--- src/rtl/filter_align_ctrl_5x5_if.sv ---
// Pixel input stream into the 5x5 aligner controller:
// valid-qualified pixel, start-of-frame marker and frame geometry.
interface filter_align_ctrl_5x5_if #(
  parameter int DATA_WIDTH = 8,
  parameter int ADDR_WIDTH = 11
);
  logic                  i_vld;
  logic                  i_sof;
  logic [DATA_WIDTH-1:0] i_x;
  logic [ADDR_WIDTH-1:0] i_width;
  logic [ADDR_WIDTH-1:0] i_height;

  modport master (
    output i_vld,
    output i_sof,
    output i_x,
    output i_width,
    output i_height
  );

  modport slave (
    input i_vld,
    input i_sof,
    input i_x,
    input i_width,
    input i_height
  );
endinterface

--- src/rtl/filter_align_ctrl_5x5.sv ---
// Raster-scan controller for the 5x5 line/pixel aligner.
// Optional sticky o_err output: define FILTER_ALIGN_CTRL_ERR_EN.
module filter_align_ctrl_5x5 #(
  parameter int DATA_WIDTH = 8,
  parameter int ADDR_WIDTH = 11,
  parameter int MAX_WIDTH  = 1920
) (
  input  logic                  clk,
  input  logic                  rst,
  filter_align_ctrl_5x5_if.slave s,
  output logic                  o_en,
  output logic [DATA_WIDTH-1:0] o_x,
  output logic [1:0]            o_sel_ln,
  output logic [2:0]            o_case_sel_ln,
  output logic [1:0]            o_sel_px,
  output logic [2:0]            o_case_sel_px,
  output logic [ADDR_WIDTH-1:0] o_addr_ln,
  output logic [ADDR_WIDTH-1:0] o_addr_px,
  output logic                  o_win_vld,
  output logic [ADDR_WIDTH-1:0] o_win_row,
  output logic [ADDR_WIDTH-1:0] o_win_col,
  output logic                  o_sof,
  output logic                  o_eof,
  output logic                  o_busy
`ifdef FILTER_ALIGN_CTRL_ERR_EN
  ,
  output logic                  o_err
`endif
);

  typedef enum logic {
    IDLE,
    ACTIVE
  } state_t;

  localparam logic [ADDR_WIDTH-1:0] LP_MAX = ADDR_WIDTH'(MAX_WIDTH);
  localparam logic [ADDR_WIDTH-1:0] LP_MIN = ADDR_WIDTH'(5);
  localparam logic [ADDR_WIDTH-1:0] LP_ONE = ADDR_WIDTH'(1);
  localparam logic [ADDR_WIDTH-1:0] LP_TWO = ADDR_WIDTH'(2);
  localparam logic [ADDR_WIDTH-1:0] LP_FOUR = ADDR_WIDTH'(4);

  state_t                r_state;
  logic [ADDR_WIDTH-1:0] r_row;
  logic [ADDR_WIDTH-1:0] r_col;
  logic [ADDR_WIDTH-1:0] r_w;
  logic [ADDR_WIDTH-1:0] r_h;

  logic                  r_en;
  logic [DATA_WIDTH-1:0] r_x;
  logic [1:0]            r_sel_ln;
  logic [1:0]            r_sel_px;
  logic [ADDR_WIDTH-1:0] r_addr;
  logic                  r_win_vld;
  logic [ADDR_WIDTH-1:0] r_win_row;
  logic [ADDR_WIDTH-1:0] r_win_col;
  logic                  r_sof;
  logic                  r_eof;
  logic                  r_busy;

  logic                  w_start;
  logic                  w_acc;
  logic [ADDR_WIDTH-1:0] w_row;
  logic [ADDR_WIDTH-1:0] w_col;
  logic [ADDR_WIDTH-1:0] w_wcl;
  logic [ADDR_WIDTH-1:0] w_hcl;
  logic [ADDR_WIDTH-1:0] w_w;
  logic [ADDR_WIDTH-1:0] w_h;
  logic                  w_last_col;
  logic                  w_last;
  logic                  w_win;

  // A SOF restarts the frame even mid-frame, so the pixel always lands at (0,0)
  assign w_start = s.i_vld & s.i_sof;
  assign w_acc   = s.i_vld & (s.i_sof | (r_state == ACTIVE));
  assign w_row   = w_start ? '0 : r_row;
  assign w_col   = w_start ? '0 : r_col;

  always_comb begin
    w_wcl = s.i_width;
    if (s.i_width > LP_MAX) begin
      w_wcl = LP_MAX;
    end else if (s.i_width < LP_MIN) begin
      w_wcl = LP_MIN;
    end
    w_hcl = s.i_height;
    if (s.i_height < LP_MIN) begin
      w_hcl = LP_MIN;
    end
  end

  assign w_w        = w_start ? w_wcl : r_w;
  assign w_h        = w_start ? w_hcl : r_h;
  assign w_last_col = (w_col == w_w - LP_ONE);
  assign w_last     = w_last_col & (w_row == w_h - LP_ONE);
  assign w_win      = (w_row >= LP_FOUR) & (w_col >= LP_FOUR);

  always_ff @(posedge clk) begin
    if (rst) begin
      r_state   <= IDLE;
      r_row     <= '0;
      r_col     <= '0;
      r_w       <= LP_MIN;
      r_h       <= LP_MIN;
      r_en      <= 1'b0;
      r_x       <= '0;
      r_sel_ln  <= '0;
      r_sel_px  <= '0;
      r_addr    <= '0;
      r_win_vld <= 1'b0;
      r_win_row <= '0;
      r_win_col <= '0;
      r_sof     <= 1'b0;
      r_eof     <= 1'b0;
      r_busy    <= 1'b0;
    end else begin
      r_en      <= w_acc;
      r_sof     <= w_acc & w_start;
      r_eof     <= w_acc & w_last;
      r_win_vld <= w_acc & w_win;
      r_win_row <= (w_acc & w_win) ? w_row - LP_TWO : '0;
      r_win_col <= (w_acc & w_win) ? w_col - LP_TWO : '0;
      if (w_acc) begin
        r_x      <= s.i_x;
        r_sel_ln <= w_row[1:0];
        r_sel_px <= w_col[1:0];
        r_addr   <= w_col;
        r_w      <= w_w;
        r_h      <= w_h;
        if (w_last) begin
          r_state <= IDLE;
          r_busy  <= 1'b0;
          r_row   <= '0;
          r_col   <= '0;
        end else begin
          r_state <= ACTIVE;
          r_busy  <= 1'b1;
          if (w_last_col) begin
            r_col <= '0;
            r_row <= w_row + LP_ONE;
          end else begin
            r_col <= w_col + LP_ONE;
            r_row <= w_row;
          end
        end
      end
    end
  end

`ifdef FILTER_ALIGN_CTRL_ERR_EN
  logic r_err;

  // Stray pixel in IDLE or SOF inside an active frame
  always_ff @(posedge clk) begin
    if (rst) begin
      r_err <= 1'b0;
    end else if (s.i_vld & ((r_state == ACTIVE) == s.i_sof)) begin
      r_err <= 1'b1;
    end
  end

  assign o_err = r_err;
`endif

  assign o_en          = r_en;
  assign o_x           = r_x;
  assign o_sel_ln      = r_sel_ln;
  assign o_case_sel_ln = {1'b0, r_sel_ln};
  assign o_sel_px      = r_sel_px;
  assign o_case_sel_px = {1'b0, r_sel_px};
  assign o_addr_ln     = r_addr;
  assign o_addr_px     = r_addr;
  assign o_win_vld     = r_win_vld;
  assign o_win_row     = r_win_row;
  assign o_win_col     = r_win_col;
  assign o_sof         = r_sof;
  assign o_eof         = r_eof;
  assign o_busy        = r_busy;

endmodule
--- src/flat_wrapper.sv ---
// flat-port wrapper written by rule: the top's interface ports become plain ports
module filter_align_ctrl_5x5_flat 
#(
  parameter int DATA_WIDTH = 8,
  parameter int ADDR_WIDTH = 11,
  parameter int MAX_WIDTH  = 1920
)
  (clk, rst, o_en, o_x, o_sel_ln, o_case_sel_ln, o_sel_px, o_case_sel_px, o_addr_ln, o_addr_px, o_win_vld, o_win_row, o_win_col, o_sof, o_eof, o_busy, s_i_vld, s_i_sof, s_i_x, s_i_width, s_i_height);
  filter_align_ctrl_5x5_if #(.DATA_WIDTH(DATA_WIDTH), .ADDR_WIDTH(ADDR_WIDTH)) s_i ();
  input  logic clk;
  input  logic rst;
  output logic o_en;
  output logic [DATA_WIDTH-1:0] o_x;
  output logic [1:0] o_sel_ln;
  output logic [2:0] o_case_sel_ln;
  output logic [1:0] o_sel_px;
  output logic [2:0] o_case_sel_px;
  output logic [ADDR_WIDTH-1:0] o_addr_ln;
  output logic [ADDR_WIDTH-1:0] o_addr_px;
  output logic o_win_vld;
  output logic [ADDR_WIDTH-1:0] o_win_row;
  output logic [ADDR_WIDTH-1:0] o_win_col;
  output logic o_sof;
  output logic o_eof;
  output logic o_busy;
  input wire logic [$bits(s_i.i_vld)-1:0] s_i_vld;
  input wire logic [$bits(s_i.i_sof)-1:0] s_i_sof;
  input wire logic [$bits(s_i.i_x)-1:0] s_i_x;
  input wire logic [$bits(s_i.i_width)-1:0] s_i_width;
  input wire logic [$bits(s_i.i_height)-1:0] s_i_height;
  assign s_i.i_vld = s_i_vld;
  assign s_i.i_sof = s_i_sof;
  assign s_i.i_x = s_i_x;
  assign s_i.i_width = s_i_width;
  assign s_i.i_height = s_i_height;
  filter_align_ctrl_5x5 #(.DATA_WIDTH(DATA_WIDTH), .ADDR_WIDTH(ADDR_WIDTH), .MAX_WIDTH(MAX_WIDTH)) u_core (.clk(clk), .rst(rst), .s(s_i), .o_en(o_en), .o_x(o_x), .o_sel_ln(o_sel_ln), .o_case_sel_ln(o_case_sel_ln), .o_sel_px(o_sel_px), .o_case_sel_px(o_case_sel_px), .o_addr_ln(o_addr_ln), .o_addr_px(o_addr_px), .o_win_vld(o_win_vld), .o_win_row(o_win_row), .o_win_col(o_win_col), .o_sof(o_sof), .o_eof(o_eof), .o_busy(o_busy));
endmodule
--- config.mk ---
export PLATFORM = sky130hd
export DESIGN_NAME = filter_align_ctrl_5x5_flat
export DESIGN_NICKNAME = d
export VERILOG_FILES = /design/src/rtl/filter_align_ctrl_5x5_if.sv /design/src/rtl/filter_align_ctrl_5x5.sv /design/src/flat_wrapper.sv
export SDC_FILE = /design/constraint.sdc
export NUM_CORES = 1
export LEC_CHECK = 0
export BUFFER_PORTS_ARGS = -buffer_cell sky130_fd_sc_hd__clkbuf_2
export CORE_AREA = 10 10 78 147
export CTS_CLUSTER_DIAMETER = 60
export DETAILED_ROUTE_END_ITERATION = 10
export DIE_AREA = 0 0 88 157
export PLACE_DENSITY = 0.91
export SLEW_MARGIN = 20
export SYNTH_ARGS = -nofsm -noshare
export SYNTH_HDL_FRONTEND = slang
export SYNTH_SLANG_ARGS = --single-unit
--- constraint.sdc ---
create_clock -name clk -period 13.3 [get_ports clk]
set_input_delay 1.995 -clock clk [delete_from_list [all_inputs] [get_ports clk]]
set_output_delay 1.995 -clock clk [all_outputs]
set_load 0.02 [all_outputs]
==> results of run 1 <==
layer usage:
layer,vias to the layer above,part of all wire [%]
li1,2525,-
met1,2503,36
met2,227,53
met3,63,6.4
met4,0,5.0
met5,-,0
synth_stat cells (4+ instances only):
master | number | area (um2)
and2_1 | 6 | 37.5
o21ai_0 | 37 | 185
o22ai_1 | 4 | 25.0
buf_4 | 21 | 158
nand2_1 | 110 | 413
xnor2_1 | 20 | 175
a22o_1 | 4 | 35.0
or3_1 | 11 | 68.8
a31oi_1 | 6 | 37.5
clkbuf_1 | 37 | 139
a211oi_1 | 8 | 60.1
nand3_1 | 21 | 105
a2111oi_0 | 4 | 35.0
dfxtp_1 | 92 | 1840
a22oi_1 | 5 | 37.5
and3_1 | 11 | 68.8
nor3_1 | 26 | 130
buf_1 | 7 | 26.3
nor2_1 | 49 | 184
a21boi_0 | 4 | 30.0
o21a_1 | 6 | 45.0
inv_1 | 9 | 33.8
nor4_1 | 4 | 25.0
xor2_1 | 14 | 123
a21oi_1 | 65 | 325
ha_1 | 10 | 125
buf_2 | 7 | 35.0
nand4_1 | 5 | 31.3
nor2b_1 | 4 | 25.0
o211ai_1 | 6 | 45.0
a211o_1 | 6 | 52.6
nand2b_1 | 9 | 56.3
power by group:
part | total (W) | switching [W] | internal, W
combinational | 0.0000854 | 0.0000548 | 0.0000307
clock | 0.000277 | 0.000111 | 0.000166
sequential | 0.000287 | 0.00000580 | 0.000281
layout make-up:
class	instances	area (um2)
fill	801	3240
sequential	92	1840
clock inverter	6	93.8
clock buffer	10	229
inverter	9	33.8
multi-input combinational	520	3100
timing repair buffer	103	528
tap	104	130
cell families (layout without fill, tap and decap cells):
kind of cell	Yosys count	in the layout
DFF	92	92
other	1	2
buffers and inverters	83	128
muxes	5	5
adders and majority gates	10	10
xor gates and xnor gates	34	34
and+or+nand+nor	284	284
AOI/OAI and AO/OA	185	185
how the worst max path moves through the flow:
stage                             start               to  slack [ns]  cells past startpoint
after floorplan                 s_i_vld  u_core.r_row[2]        7.32                     19
after global placement    s_i_width[10]  u_core.r_row[2]        7.54                     13
after detailed placement  s_i_width[10]  u_core.r_row[2]        7.37                     13
after CTS                 s_i_width[10]  u_core.r_row[2]        7.66                     13
after global routing      s_i_width[10]  u_core.r_row[2]        7.16                     14
final                           s_i_vld  u_core.r_row[2]        7.60                     13
registers in the layout (all words and copies together) (netlist names):
signal,flops
u_core.o_en,1
u_core.r_w,11
u_core.r_row,11
u_core.o_win_col,11
u_core.o_win_row,11
u_core.o_x,8
u_core.o_win_vld,1
u_core.o_eof,1
u_core.r_col,11
u_core.o_sof,1
u_core.o_busy,1
u_core.r_h,11
u_core.o_sel_ln,2
u_core.o_addr_ln,11
tightest hold or removal path, stage by stage (launching register included):
cell and delay [ns]:
dfxtp_1 0.31, nand2_1 0.05, a21oi_1 0.05
cell usage in the layout (no fill, tap or decap), types with 4 or more instances in the layout:
cell type / n
a21boi_0: 4
o21a_1: 6
clkbuf_16: 9
and3_1: 11
nand2_1: 110
o22ai_1: 4
inv_1: 9
ha_1: 10
a21oi_1: 65
a22o_1: 4
nor4_1: 4
o21ai_0: 36
clkbuf_2: 98
nor2_1: 49
xor2_1: 14
a211o_1: 6
nand4_1: 5
o211ai_1: 6
nor3_1: 26
dfxtp_1: 92
or3_1: 11
xnor2_1: 20
a31oi_1: 6
nand2b_1: 9
nor2b_1: 4
nand3_1: 21
and2_1: 6
a22oi_1: 5
a211oi_1: 8
a2111oi_0: 4
buf_4: 5
per-stage QoR:
| step | power (W) | utilization, % |
|---|---|---|
| after CTS | 0.000652 | 64.7 |
| after global placement | 0.000375 | 61.2 |
| final | 0.000650 | 64.7 |
| after detailed placement | 0.000377 | 61.2 |
| after global routing | 0.000675 | 64.7 |
| after floorplan | 0.000354 | - |
==> results.toml, run 1 <==
[status]
outcome = "completed"

[drt]
dr.pass1.iters = 6
drc_errors = 0
detail-route-antenna-nets = 0
wl_per_cell_um = 18.1
drt_wl_total_um = 15300
drt_iter0_drc = 536
routed_via_density = 6.30
via_count = 5318

[clock_network]
cts_hold_buffers = 0
clockBufferDepth = 2
htreeDepth = 3
cts_tree = "done"
cts_root_buf = "clkbuf_16"
cts_resized = 0
worstSkewPairLatency_ns = 0.35
clk_pin_slew_ns = 0.07
postCtsSetupBuffers = 0
cts_buffers = 9
clock-sinks = 92

[global_routing]
grt.met3_usage_pct = 4.66
track_usage_pct = 21.7
use_met2_pct = 38.2
first_global_vias = 4908
antenna_found_initial = 0
grt_pass1_wl_um = 24300
grt_max_degree = 72
grt_overflow = 0
grt.busiest_layer = "met2"
grt_util_met1_pct = 22.8

[placement]
place.gp.congestion = 0.966
dp_slack_ns = 7.37
portBuffers = 98
hpwlAfterDp_um = 11000
place_area_mm2 = 0.00563
placed_cells = 828

[final_layout]
finalNonFillerCells = 844
area_delta_synth_final_pct = 11.3
final_nets = 779
n_antenna_cell = 0
drive_gt1_share_pct = 18.1
final_cell_area_mm2 = 0.00595

[worst_hold_path]
min_from = "u_core.o_x[2]"
worstHoldPathType = "register to register"
holdPathStages = 2
min_to = "u_core.o_x[2]"

[logic_synthesis]
synth_mux_area_share_pct = 0.982
synth_top_family_by_area = "simple AND/OR/NAND/NOR gates"
ys_async_sr_fraction_pct = 0
synthDistinctLibCells = 76
syn_area_per_cell_um2 = 7.71
synthCells = 694
synthAdderAreaFrac_pct = 2.34
synth_compound_area_share_pct = 22.3
yosysSeqAreaShare_pct = 34.4
syn_area_mm2 = 0.00535
synthSimpleGateAreaFrac_pct = 26.5
ys_ff_latch = 92
yosysWarningCount = 0
synth_edf_count = 0
synthXorXnorAreaFrac_pct = 5.57
ys.flop_type = "dfxtp_1"

[setup_path]
cp_common_cell = "nand2_2"
r2r_slack_ns = 9.73
endpoint_kind = "register"
critPathLaunchType = "primary input"
cp_max_fo = 26
rr_startpoint = "u_core.r_w[0]"
path_buf_inv = 1
rr_endpoint = "u_core.r_row[2]"
cpLargestDelayFamily = "compound AO/OA/AOI/OAI gates"
crit_chain = "clkbuf_2 -> nand2_2 -> a311o_1 -> o211ai_1 -> ha_1 -> xnor2_1 -> a2111o_1 -> a2111oi_2 -> o311ai_1 -> nor3_4 -> nand2_2 -> or3_1 -> a31oi_1"
crit_type = "primary input to register"
critPathArrivalTime_ns = 5.97
required_ns = 13.57
critPathSlowestCell = "or3_1"
reg2reg_depth = 10
slowest_delay_ns = 0.47

[sta]
worst_pin_slew_ns = 1.11
max_clock_freq_mhz = 175
maxSlewViolCount = 0
period_needed_ns = 5.70
skew_ns = 0.00894
whs_ns = 0.452
rsz0062_at_grt = "false"
setup_tns_ns = 0
relSlewSlack_pct = 25.8
setup_viol = 0
setup_ws_ns = 7.60
hold_viol_final = 0
layout_worst_path_cycle_share_pct = 42.9

[pwr]
powerDensity_mw_per_mm2 = 109
irDropWorstVdd_mv = 0.0953
p_leak_nw = 2.51

[floorplan]
die_x_um = 88
coreArea_mm2 = 0.00920
dieArea_mm2 = 0.0138
start_util_pct = 58.2
chipHeight_um = 157
pin_count = 101
rows = 50

[flow_run]
cap_violations = 0
(Power assumes the default switching activity.)
==> run 2: changes to the inputs <==
--- a/config.mk
+++ b/config.mk
@@ -6,11 +6,11 @@
 export NUM_CORES = 1
 export LEC_CHECK = 0
 export BUFFER_PORTS_ARGS = -buffer_cell sky130_fd_sc_hd__clkbuf_2
-export CORE_AREA = 10 10 78 147
+export CORE_AREA = 10 10 81 152
 export CTS_CLUSTER_DIAMETER = 60
 export DETAILED_ROUTE_END_ITERATION = 10
-export DIE_AREA = 0 0 88 157
-export PLACE_DENSITY = 0.91
+export DIE_AREA = 0 0 91 162
+export PLACE_DENSITY = 0.85
 export SLEW_MARGIN = 20
 export SYNTH_ARGS = -nofsm -noshare
 export SYNTH_HDL_FRONTEND = slang
==> constraint.sdc (replaced) <==
create_clock -name clk -period 5.6 [get_ports clk]
set_input_delay 0.84 -clock clk [delete_from_list [all_inputs] [get_ports clk]]
set_output_delay 0.84 -clock clk [all_outputs]
set_load 0.02 [all_outputs]
==> run 2 against run 1 <==
Global-route usage is 1.4 points lower. Cell count is 3.6% higher. Via count is 0.41% higher. Sequential cell count stayed put. Count of clock-buffer cells in the layout stayed put. Combinational power is 140% higher. Power is 120% higher. Critical path type unchanged. Largest power group unchanged.
==> results.toml, run 2 (same netlist as run 1, synthesis figures left out) <==
[status]
outcome = "completed"

[clock_network]
cts_tree = "done"
cts_resized = 0
cts_buffers = 9
clk_pin_slew_ns = 0.07
postCtsSetupBuffers = 0
cts_hold_buffers = 0
clock-sinks = 92
clockBufferDepth = 2
worstSkewPairLatency_ns = 0.35
htreeDepth = 3
cts_root_buf = "clkbuf_16"

[global_routing]
grt_overflow = 0
grt_max_degree = 70
first_global_vias = 5381
grt_util_met1_pct = 20.3
antenna_found_initial = 0
grt_pass1_wl_um = 25400
grt.met3_usage_pct = 5.08
grt.busiest_layer = "met2"
track_usage_pct = 20.3
use_met2_pct = 37.1

[final_layout]
num-fill-cells = 918
final_nets = 782
final_cell_area_mm2 = 0.00597
drive_gt1_share_pct = 18.5
area_delta_synth_final_pct = 11.5
final_cell_mix = "nand2_1 (110), clkbuf_2 (98), dfxtp_1 (92)"
layout_commonest_cell = "nand2_1"
multi_input_area_mm2 = 0.00310
final-seq-area_mm2 = 0.00184
n_antenna_cell = 0
finalNonFillerCells = 874

[setup_path]
crit_chain = "clkbuf_2 -> nor4_4 -> a211o_1 -> o211ai_1 -> ha_1 -> xnor2_1 -> a2111o_1 -> a2111oi_2 -> o311ai_1 -> nor3_4 -> nand2_2 -> or3_1 -> a31oi_1"
crit_type = "primary input to register"
crit_path_end = "u_core.r_row[2]"
slowest_delay_ns = 0.51
rr_endpoint = "u_core.r_row[2]"
reg2reg_depth = 10
cp_max_fo = 26
critPathSlowestCell = "nor4_4"
critPathLaunchType = "primary input"
critPathArrivalTime_ns = 4.76
crit_start = "s_i_width[5]"
path_buf_inv = 1
path_depth = 13
rr_startpoint = "u_core.r_w[0]"
required_ns = 5.87
endpoint_kind = "register"
cpLargestDelayFamily = "simple AND/OR/NAND/NOR gates"
r2r_slack_ns = 2.15

[sta]
hold_viol_final = 0
relSlewSlack_pct = 39.1
layout_worst_path_cycle_share_pct = 80.2
worst_pin_slew_ns = 0.905
skew_ns = 0.0121
rsz0062_at_grt = "false"
whs_ns = 0.456
setup_viol = 0
setup_tns_ns = 0
maxSlewViolCount = 0
max_clock_freq_mhz = 223
setup_ws_ns = 1.11
period_needed_ns = 4.49

[floorplan]
chipHeight_um = 162
dieArea_mm2 = 0.0147
coreArea_mm2 = 0.00983
start_util_pct = 54.4
rows = 51
pin_count = 101
die_x_um = 91

[worst_hold_path]
worstHoldPathType = "register to register"

[pwr]
irDropWorstVdd_mv = 0.210
powerDensity_mw_per_mm2 = 244
p_leak_nw = 2.49

[placement]
place_area_mm2 = 0.00569
portBuffers = 98
place.gp.congestion = 0.900
dp_slack_ns = 0.820
placed_cells = 859
hpwlAfterDp_um = 11200

[flow_run]
cap_violations = 0

[drt]
wl_per_cell_um = 17.3
via_count = 5340
detail-route-antenna-nets = 0
drt_iter0_drc = 526
drt_wl_total_um = 15100
routed_via_density = 6.11
drc_errors = 0
dr.pass1.iters = 6
==> run 2: changes by cell type in the layout (fill, tap and decap cells not counted), sizes merged <==
cell,change
clkinvlp,+3
bufinv,-2
inv,-2
buf,+3
==> run 2: how the worst min path moves through the flow <==
stage | from | to | slack, ns | cells past startpoint
after detailed placement | u_core.o_x[3] | u_core.o_x[3] | 0.45 | 2
final | u_core.o_x[3] | u_core.o_x[3] | 0.46 | 2
after global placement | u_core.o_x[1] | u_core.o_x[1] | 0.44 | 2
after global routing | u_core.o_x[0] | u_core.o_x[0] | 0.47 | 2
after floorplan | u_core.r_h[10] | u_core.r_h[10] | 0.45 | 2
after CTS | u_core.o_x[3] | u_core.o_x[3] | 0.46 | 2
==> run 2: metrics by stage <==
stage / util, % / total power (W)
after floorplan: - / 0.000841
after global placement: 57.9 / 0.000892
after detailed placement: 57.9 / 0.000898
after CTS: 60.7 / 0.00146
after global routing: 60.7 / 0.00151
final: 60.7 / 0.00146
==> run 2: layout make-up <==
type	instances	share of cell area, %
clock buffer	10	4.01
sequential	92	30.9
timing repair buffer	106	9.23
tap	132	2.77
multi-input combinational	520	51.9
inverter	9	0.566
clock inverter	5	0.650
==> run 2: metal layers <==
metal | part of all wire [%] | up-vias | wire (um)
met3 | 7.5 | 61 | 1130
met5 | 0 | - | 0
met2 | 53 | 257 | 7970
met4 | 4.1 | 0 | 625
met1 | 36 | 2493 | 5410
li1 | - | 2529 | -
==> run 2: power by group <==
| part | internal (W) | switching, W |
|---|---|---|
| Combinational | 0.0000743 | 0.000132 |
| Clock | 0.000311 | 0.000259 |
| Sequential | 0.000668 | 0.0000131 |
| Total | 0.00105 | 0.000404 |
==> run 2: tightest hold or removal path, delay by kind of cell (launching register included) <==
family,cells,cell delay [ns]
flip-flops,1,0.31
AND/OR/NAND/NOR,1,0.05
AO/OA/AOI/OAI,1,0.05
==> run 3: changes to the inputs <==
==> constraint.sdc (replaced) <==
create_clock -name clk -period 4.5 [get_ports clk]
set_input_delay 0.675 -clock clk [delete_from_list [all_inputs] [get_ports clk]]
set_output_delay 0.675 -clock clk [all_outputs]
set_load 0.02 [all_outputs]
==> run 3 against run 2 <==
First-iteration DRC count rose by 5.5%. Hold slack got worse by 0.0015 ns. Setup slack got worse by 0.59 ns. Core utilization rose by 0.90 points. Final area rose by 1.5%. Sequential share of layout area fell by 0.45 points. Largest cell class unchanged. Largest power group unchanged.
==> results.toml, run 3 (same netlist as run 1, synthesis figures left out) <==
[clock_network]
worstSkewPairLatency_ns = 0.35
htreeDepth = 3
clk_pin_slew_ns = 0.07
cts_buffers = 9
cts_tree = "done"
cts_resized = 0
cts_hold_buffers = 0
cts_root_buf = "clkbuf_16"
postCtsSetupBuffers = 0
clock-sinks = 92
clockBufferDepth = 2

[final_layout]
area_delta_synth_final_pct = 13.2
final_cell_mix = "nand2_1 (110), clkbuf_2 (98), dfxtp_1 (92)"
n_antenna_cell = 0
layout_commonest_cell = "nand2_1"
drive_gt1_share_pct = 19.2
final_cell_area_mm2 = 0.00605
num-fill-cells = 948
final_nets = 789
post-route-util_pct = 61.6

[pwr]
p_leak_nw = 2.55
irDropWorstVdd_mv = 0.318
powerDensity_mw_per_mm2 = 311

[setup_path]
cpLargestDelayFamily = "compound AO/OA/AOI/OAI gates"
endpoint_kind = "register"
slowest_delay_ns = 0.49
critPathLaunchType = "primary input"
path_buf_inv = 2
cp_max_fo = 9
crit_chain = "clkbuf_2 -> nor4_4 -> a211o_1 -> o211ai_1 -> ha_1 -> xnor2_1 -> a211oi_1 -> o21ai_0 -> a2111oi_2 -> o311ai_1 -> nor3_4 -> buf_4 -> nand3_2 -> o21a_1 -> o21a_1"
critPathSlowestCell = "nor4_4"
required_ns = 4.75
critPathArrivalTime_ns = 4.23
cp_common_cell = "o21a_1"
crit_type = "primary input to register"

[sta]
maxSlewViolCount = 0
rsz0062_at_grt = "false"
max_clock_freq_mhz = 251
hold_viol_final = 0
layout_worst_path_cycle_share_pct = 88.6
setup_tns_ns = 0
setup_viol = 0
worst_pin_slew_ns = 1.05
relSlewSlack_pct = 30.0
period_needed_ns = 3.99
skew_ns = 0.0123

[global_routing]
grt_overflow = 0
antenna_found_initial = 0
first_global_vias = 5366
grt_max_degree = 73
grt_pass1_wl_um = 26000
track_usage_pct = 21.2

[floorplan]
die_x_um = 91
pin_count = 101
rows = 51
coreArea_mm2 = 0.00983
chipHeight_um = 162
dieArea_mm2 = 0.0147
start_util_pct = 54.4

[placement]
hpwlAfterDp_um = 11800
place_area_mm2 = 0.00575
place.gp.congestion = 0.960
portBuffers = 98

[drt]
via_count = 5375
drt_wl_total_um = 16000
dr.pass1.iters = 7
drc_errors = 0
detail-route-antenna-nets = 0
wl_per_cell_um = 18.1
drt_iter0_drc = 555
routed_via_density = 6.10

[flow_run]
cap_violations = 0

[status]
outcome = "completed"

[worst_hold_path]
worstHoldPathType = "register to register"
==> run 3: metal layers <==
| layer | GRT usage [%] | routed length [um] | share of wire (%) | vias up |
|---|---|---|---|---|
| li1 | - | - | - | 2550 |
| met1 | 20.9 | 5610 | 35 | 2512 |
| met4 | 13.0 | 849 | 5.3 | 0 |
| met3 | 6.37 | 1190 | 7.4 | 70 |
| met5 | 0 | 0 | 0 | - |
| met2 | 37.6 | 8310 | 52 | 243 |
==> run 3: power breakdown <==
part | switching, W | internal, W
Sequential | 0.0000167 | 0.000831
Clock | 0.000325 | 0.000444
Combinational | 0.000169 | 0.0000966
==> run 3: final timing paths <==
path	cells past startpoint	startpoint	endpoint	slack [ns]
worst max-delay path	15	s_i_width[5]	u_core.r_row[10]	0.51
worst min-delay path	2	u_core.o_x[2]	u_core.o_x[2]	0.45
worst max register to register	10	u_core.r_w[0]	u_core.r_row[10]	1.37
worst min register to register	2	u_core.o_x[2]	u_core.o_x[2]	0.45
==> run 3: final cells by class <==
cell class | count | area, um2 | area share (%)
Clock buffer | 10 | 239 | 3.95
Clock inverter | 5 | 62.6 | 1.03
Inverter | 9 | 33.8 | 0.558
Multi-Input combinational cell | 520 | 3100 | 51.1
Sequential cell | 92 | 1840 | 30.4
Tap cell | 132 | 165 | 2.73
Timing Repair Buffer | 113 | 616 | 10.2
==> run 3: through the flow <==
stage               hold WS [ns]  total power, W  worst slack, ns  cells
floorplan                  0.448         0.00105          0.00857    695
global placement           0.440         0.00112            0.413    866
detailed placement         0.450         0.00113            0.222    866
CTS                        0.458         0.00189            0.589    881
global route               0.486         0.00195            0.181    881
finish                     0.455         0.00188            0.515    881
==> run 3: worst register-to-register path: cells and delay by family (launching register included) <==
kind | cells | cell delay, ns
buf+inv | 1 | 0.19
compound gates | 5 | 1.19
flops | 1 | 0.34
simple gates | 4 | 1.30
